==> src/rtl/alu_pkg.sv <==
// Shared definitions for the ALU dispatch slice: opcodes, instruction field
// positions, dispatcher FSM states and opcode classes.
package alu_pkg;

  localparam logic [4:0] OP_ADD  = 5'h00;
  localparam logic [4:0] OP_SUB  = 5'h01;
  localparam logic [4:0] OP_OR   = 5'h02;
  localparam logic [4:0] OP_AND  = 5'h03;
  localparam logic [4:0] OP_SG   = 5'h04;
  localparam logic [4:0] OP_SL   = 5'h05;
  localparam logic [4:0] OP_SE   = 5'h06;
  localparam logic [4:0] OP_MULT = 5'h07;
  localparam logic [4:0] OP_DIV  = 5'h08;
  localparam logic [4:0] OP_MOD  = 5'h09;
  localparam logic [4:0] OP_NOT  = 5'h10;
  localparam logic [4:0] OP_JL   = 5'h12;
  localparam logic [4:0] OP_SW   = 5'h19;

  localparam int unsigned OPC_MSB = 31;
  localparam int unsigned OPC_LSB = 27;
  localparam int unsigned RD_MSB  = 26;
  localparam int unsigned RD_LSB  = 22;
  localparam int unsigned RS1_MSB = 21;
  localparam int unsigned RS1_LSB = 17;
  localparam int unsigned RS2_MSB = 16;
  localparam int unsigned RS2_LSB = 12;

  typedef enum logic [1:0] {
    ST_IDLE,
    ST_READ,
    ST_EXEC,
    ST_RETIRE
  } state_t;

  typedef enum logic [1:0] {
    CLS_REG,
    CLS_STORE,
    CLS_JUMP,
    CLS_ILLEGAL
  } op_class_t;

endpackage

==> src/rtl/alu_instr_decode.sv <==
// Combinational opcode decode: retire class and divide/modulo flag.
module alu_instr_decode
  import alu_pkg::*;
(
  input  logic [4:0] opcode,
  output op_class_t  op_class,
  output logic       is_divmod
);

  always_comb begin
    op_class  = CLS_ILLEGAL;
    is_divmod = 1'b0;
    case (opcode)
      OP_ADD, OP_SUB, OP_OR, OP_AND, OP_SG, OP_SL, OP_SE,
      OP_MULT, OP_DIV, OP_MOD, OP_NOT: op_class = CLS_REG;
      OP_SW:                           op_class = CLS_STORE;
      OP_JL:                           op_class = CLS_JUMP;
      default:                         op_class = CLS_ILLEGAL;
    endcase
    is_divmod = (opcode == OP_DIV) || (opcode == OP_MOD);
  end

endmodule

==> src/rtl/alu_dispatch.sv <==
// Four-cycle issue controller: accept, read register file, capture operands,
// then drive the ALU and retire the result as a write, store, jump or error.
module alu_dispatch
  import alu_pkg::*;
#(
  parameter int unsigned DATA_W  = 32,
  parameter int unsigned RADDR_W = 5
) (
  input  logic               clk,
  input  logic               rst,
  input  logic               instr_valid,
  output logic               instr_ready,
  input  logic [31:0]        instr,
  output logic [RADDR_W-1:0] rf_rd_addr1,
  output logic [RADDR_W-1:0] rf_rd_addr2,
  input  logic [DATA_W-1:0]  rf_rd_data1,
  input  logic [DATA_W-1:0]  rf_rd_data2,
  output logic [4:0]         alu_op_code,
  output logic [DATA_W-1:0]  alu_data1,
  output logic [DATA_W-1:0]  alu_data2,
  input  logic [DATA_W-1:0]  alu_result,
  output logic               rf_wr_en,
  output logic [RADDR_W-1:0] rf_wr_addr,
  output logic [DATA_W-1:0]  rf_wr_data,
  output logic               mem_wr_en,
  output logic [DATA_W-1:0]  mem_addr,
  output logic [DATA_W-1:0]  mem_wr_data,
  output logic               jump_valid,
  output logic [DATA_W-1:0]  jump_target,
  output logic               done,
  output logic               err_illegal,
  output logic               err_div_zero
);

  state_t              state_q, state_d;
  logic [4:0]          opcode_q, rd_q, rs1_q, rs2_q;
  logic [DATA_W-1:0]   opnd1_q, opnd2_q;
  op_class_t           op_class;
  logic                is_divmod;
  logic                unused_low_bits;

  assign unused_low_bits = ^instr[RS2_LSB-1:0];

  alu_instr_decode u_decode (
    .opcode    (opcode_q),
    .op_class  (op_class),
    .is_divmod (is_divmod)
  );

  always_ff @(posedge clk) begin
    if (rst) begin
      state_q  <= ST_IDLE;
      opcode_q <= '0;
      rd_q     <= '0;
      rs1_q    <= '0;
      rs2_q    <= '0;
      opnd1_q  <= '0;
      opnd2_q  <= '0;
    end else begin
      state_q <= state_d;
      if (state_q == ST_IDLE && instr_valid) begin
        opcode_q <= instr[OPC_MSB:OPC_LSB];
        rd_q     <= instr[RD_MSB:RD_LSB];
        rs1_q    <= instr[RS1_MSB:RS1_LSB];
        rs2_q    <= instr[RS2_MSB:RS2_LSB];
      end
      if (state_q == ST_EXEC) begin
        opnd1_q <= rf_rd_data1;
        opnd2_q <= rf_rd_data2;
      end
    end
  end

  always_comb begin
    state_d      = state_q;
    instr_ready  = 1'b0;
    rf_rd_addr1  = '0;
    rf_rd_addr2  = '0;
    alu_op_code  = '0;
    alu_data1    = '0;
    alu_data2    = '0;
    rf_wr_en     = 1'b0;
    rf_wr_addr   = '0;
    rf_wr_data   = '0;
    mem_wr_en    = 1'b0;
    mem_addr     = '0;
    mem_wr_data  = '0;
    jump_valid   = 1'b0;
    jump_target  = '0;
    done         = 1'b0;
    err_illegal  = 1'b0;
    err_div_zero = 1'b0;
    case (state_q)
      ST_IDLE: begin
        instr_ready = 1'b1;
        if (instr_valid) state_d = ST_READ;
      end
      ST_READ: begin
        rf_rd_addr1 = RADDR_W'(rs1_q);
        rf_rd_addr2 = RADDR_W'(rs2_q);
        state_d     = ST_EXEC;
      end
      ST_EXEC: state_d = ST_RETIRE;
      ST_RETIRE: begin
        state_d     = ST_IDLE;
        alu_op_code = opcode_q;
        alu_data1   = opnd1_q;
        alu_data2   = opnd2_q;
        // A retire cycle coinciding with reset is discarded, so every strobe is gated.
        if (!rst) begin
          done = 1'b1;
          case (op_class)
            CLS_REG: begin
              if (is_divmod && opnd2_q == '0) begin
                err_div_zero = 1'b1;
              end else if (rd_q != '0) begin
                rf_wr_en   = 1'b1;
                rf_wr_addr = RADDR_W'(rd_q);
                rf_wr_data = alu_result;
              end
            end
            CLS_STORE: begin
              mem_wr_en   = 1'b1;
              mem_addr    = opnd1_q;
              mem_wr_data = alu_result;
            end
            CLS_JUMP: begin
              jump_valid  = 1'b1;
              jump_target = opnd1_q;
            end
            default: err_illegal = 1'b1;
          endcase
        end
      end
      default: state_d = ST_IDLE;
    endcase
  end

endmodule

==> config.mk <==
export PLATFORM = sky130hd
export DESIGN_NAME = alu_dispatch
export DESIGN_NICKNAME = d
export VERILOG_FILES = /design/src/rtl/alu_pkg.sv /design/src/rtl/alu_instr_decode.sv /design/src/rtl/alu_dispatch.sv
export SDC_FILE = /design/constraint.sdc
export NUM_CORES = 1
export LEC_CHECK = 0
export ABC_CLOCK_PERIOD_IN_PS = 3500
export CORE_AREA = 3 3 135 137
export DETAILED_ROUTE_END_ITERATION = 16
export DIE_AREA = 0 0 138 140
export HOLD_SLACK_MARGIN = 0.05
export PLACE_DENSITY = 0.65
export SETUP_SLACK_MARGIN = 0.15
export SLEW_MARGIN = 20
export SYNTH_ARGS = -nofsm -noshare
export SYNTH_HDL_FRONTEND = slang
export SYNTH_SLANG_ARGS = --single-unit
==> constraint.sdc <==
create_clock -name clk -period 3.5 [get_ports clk]
set_input_delay 0.875 -clock clk [delete_from_list [all_inputs] [get_ports clk]]
set_output_delay 0.875 -clock clk [all_outputs]
set_load 0.005 [all_outputs]
==> results by group <==
Critical path
  • Crit path buffers/inverters: 1
  • Worst Path Required: around 2.6 ns
  • Reg2reg path depth: 7
  • Reg2reg end: u_decode.op_class[1]
  • Max FO, Critical Path: 20
  • Worst-path cell chain: nor4_2, nand4_1, or3_4, and2b_2, clkdlybuf4s50_1
  • Launch point of the worst path: opnd2_q[22]
  • CP endpoint: err_div_zero
  • CP Depth: 5
  • Worst r2r src: state_q[0]
  • Slowest CP cell: or3_4
  • Crit path DAT: between 2 and 2.5 ns
  • Critical path class: register to output pin
  • Startpoint Class: register
  • Nature of the critical path endpoint: output pin
  • FF-to-FF setup slack: between 1 and 1.5 ns
  • Max incr delay on CP: 0.55 ns
  • Worst path top cell family by delay: simple AND/OR/NAND/NOR gates

Clock tree
  • CTS Buf Count: 9
  • CTS tree: done
  • CTS sink count: slightly below 90
  • Root buf cell: clkbuf_16
  • Clock slew at reported path FFs: around 0.070 ns
  • Max clock buf depth: 2
  • Worst-Skew Late Latency: ~0.34 ns
  • Htree depth: 3
  • Post-CTS Hold Fix Bufs: 0

Synthesis
  • Sequential area share after synthesis: 36.41%
  • Synth Register Bits: between 80 and 90
  • Post-Syn Area per Cell: roughly 8.3 µm²
  • Yosys synthesis warning count: 0
  • Asr flop ratio synth: 0%
  • Post-synth EDFFs: 0
  • Synth area leader: dfxtp_1
  • Post-synthesis instance total: roughly 590
  • Post-Synthesis Cell Area: roughly 4800 µm²
  • Syn nets: between 700 and 800
  • Synth cell count leaders: and2_1 (176), dfxtp_1 (88), nor2_1 (67)
  • Top FF cell, synth: dfxtp_1
  • Synth unique cells: 37
  • Count leader, synth: and2_1
  • Post-synth top area share: ~36%
  • Top cells by area, synth: dfxtp_1 (36%), and2_1 (23%), mux2i_1 (13%), nor2_1 (5.2%), and3_1 (4.4%)

GRT
  • Largest net degree at the start of global routing: between 80 and 90
  • Antenna violations before repair: 0
  • Vias in the first global route: approximately 5200
  • First-pass GRT wire length: just over 30 mm
  • Total GRT Usage: 19.99%
  • Grt total ovfl: 0

Floorplan
  • # rows: 48
  • DIE AREA: ~19000 µm²
  • I/O pin total: 350
  • Die H: around 140 µm
  • Chip Width: 138 µm
  • Core Box Area: around 17000 µm²
  • Starting Density: approximately 28%

Timing
  • Final Setup Violations: 0
  • Least-Margin Pin Slew: about 1 ns
  • Final cycle utilization of the critical path: between 90 and 100%
  • Max Freq: roughly 300 MHz
  • Fin. max-slew vios: 0
  • Final hold viol count: 0
  • Max-slew headroom: 34.82%
  • Final min period: 3.331 ns
  • RSZ-0062 raised after global routing: true
  • Clock Skew: between 0.007 and 0.008 ns
  • Setup TNS Final: 0 ns

Status
  • Status: complete, no violations

Routing
  • Routed WL: between 20 and 25 mm
  • Vias: just over 5000
  • DR vias/cell: 4.537
  • Number of nets still failing antenna checks after routing: 0
  • TritonRoute pass-1 iters: 4
  • DR iter-0 viols: 187
  • DRC viols: 0
  • WL per Instance: between 15 and 20 µm

Finish
  • Layout cell share with drive strength beyond 1: just under 7%
  • ANT cells: 0
  • Final core occ: 52.00%
  • Total Nets Final: 1041
  • Area grow syn2layout: 84.61%

Min path
  • Min-Delay Path Depth: 2
  • Hold Crit Class: register to register

Power and ir drop
  • Power per Cell Area: roughly 420 nW/µm²
  • Pleak: around 3.5 nW
  • Total Power: about 3.7 mW
  • Worst vdd ir: about 0.23 mV

Place
  • IO Port Bufs: between 300 and 400
  • Hpwl dp: 14.40 mm
  • RePlAce Congestion: roughly 0.8

Job
  • Total of max-cap violations: 0
==> repair_timing <==
item,4_1_cts,5_1_grt
gates resized for setup,5,16
pin swaps,5,8
hold endpoints to repair,0,0
buffers inserted,3,1
setup endpoints to repair,19,39
gates cloned,2,3
==> layer usage <==
layer / up-vias / track usage (%) / share of wire [%]
met1: 2354 / 23.58 / 42
met5: - / 0 / 0
met2: 207 / 34.69 / 49
met3: 31 / 5.770 / 6.5
met4: 0 / 7.176 / 2.5
li1: 2558 / - / -
==> placed cells by master, fill, tap and decap left out, types with 4 or more instances in the layout <==
cell,count
dfxtp_2,4
a21oi_1,20
or3_4,5
nand2_1,38
nor4_2,5
nor2_1,66
clkbuf_16,10
clkdlybuf4s50_1,333
and3_1,34
and2_1,176
inv_1,5
nand3_1,4
buf_4,8
buf_12,4
dfxtp_1,83
mux2i_1,65
and3_2,4
==> report_power, final <==
| group | internal [mW] | switching, mW | leakage (nW) |
|---|---|---|---|
| logic | 0.630 | 0.626 | 2.59 |
| registers | 1.19 | 0.159 | 0.718 |
| clock network | 0.707 | 0.428 | 0.172 |
| total | 2.52 | 1.21 | 3.48 |
==> state kept, by name, indices dropped and copies added (netlist names) <==
| name | cells |
|---|---|
| u_decode.op_class | 2 |
| rs1_q | 5 |
| opcode_q | 5 |
| state_q | 2 |
| rd_q | 5 |
| opnd1_q | 32 |
| rs2_q | 5 |
| opnd2_q | 32 |
==> area by class of cell <==
type | count | area, µm²
clock buffers | 9 | 225.2
clock inverters | 7 | 123.9
fillers | 1655 | 8244
inverters | 5 | 18.77
multi-input cells | 450 | 2954
flip-flops and latches | 88 | 1770
well taps | 225 | 281.5
repair buffers | 351 | 3558
==> worst min path at each step <==
| stage | from | end | slack (ns) |
|---|---|---|---|
| 2_1_floorplan | rs1_q[0] | rs1_q[0] | 0.43 |
| 3_3_place_gp | rs1_q[3] | rs1_q[3] | 0.44 |
| 3_5_place_dp | rs2_q[0] | rs2_q[0] | 0.44 |
| 4_1_cts | rs2_q[0] | rs2_q[0] | 0.45 |
| 5_1_grt | rs2_q[2] | rs2_q[2] | 0.47 |
| 6_report | rs2_q[0] | rs2_q[0] | 0.45 |
==> tightest hold or removal path, delay by kind of cell, from the launching register on <==
| family | cells | cell delay [ns] |
|---|---|---|
| flops | 1 | 0.31 |
| compound gates | 1 | 0.05 |
| simple gates | 1 | 0.05 |
==> logic make-up after synthesis <==
logic type / synth area share [%]
buf+inv: 4.577
flops: 36.41
compound gates: 4.034
mux: 13.45
simple gates: 40.24
fa+ha+maj: 1.293
==> through the flow <==
stage | hold WS (ns) | std cells | cell area, µm² | setup slack, ns
floorplan | 0.4317 | 585 | 4838 | 0.6223
global placement | 0.4382 | 1110 | 8424 | 0.1833
detailed placement | 0.4425 | 1110 | 8424 | 0.1660
CTS | 0.4525 | 1131 | 8827 | 0.1423
global route | 0.4677 | 1135 | 8932 | 0.07150
finish | 0.4505 | 1135 | 8932 | 0.1686
No activity file was read; power rests on OpenSTA's default activity.
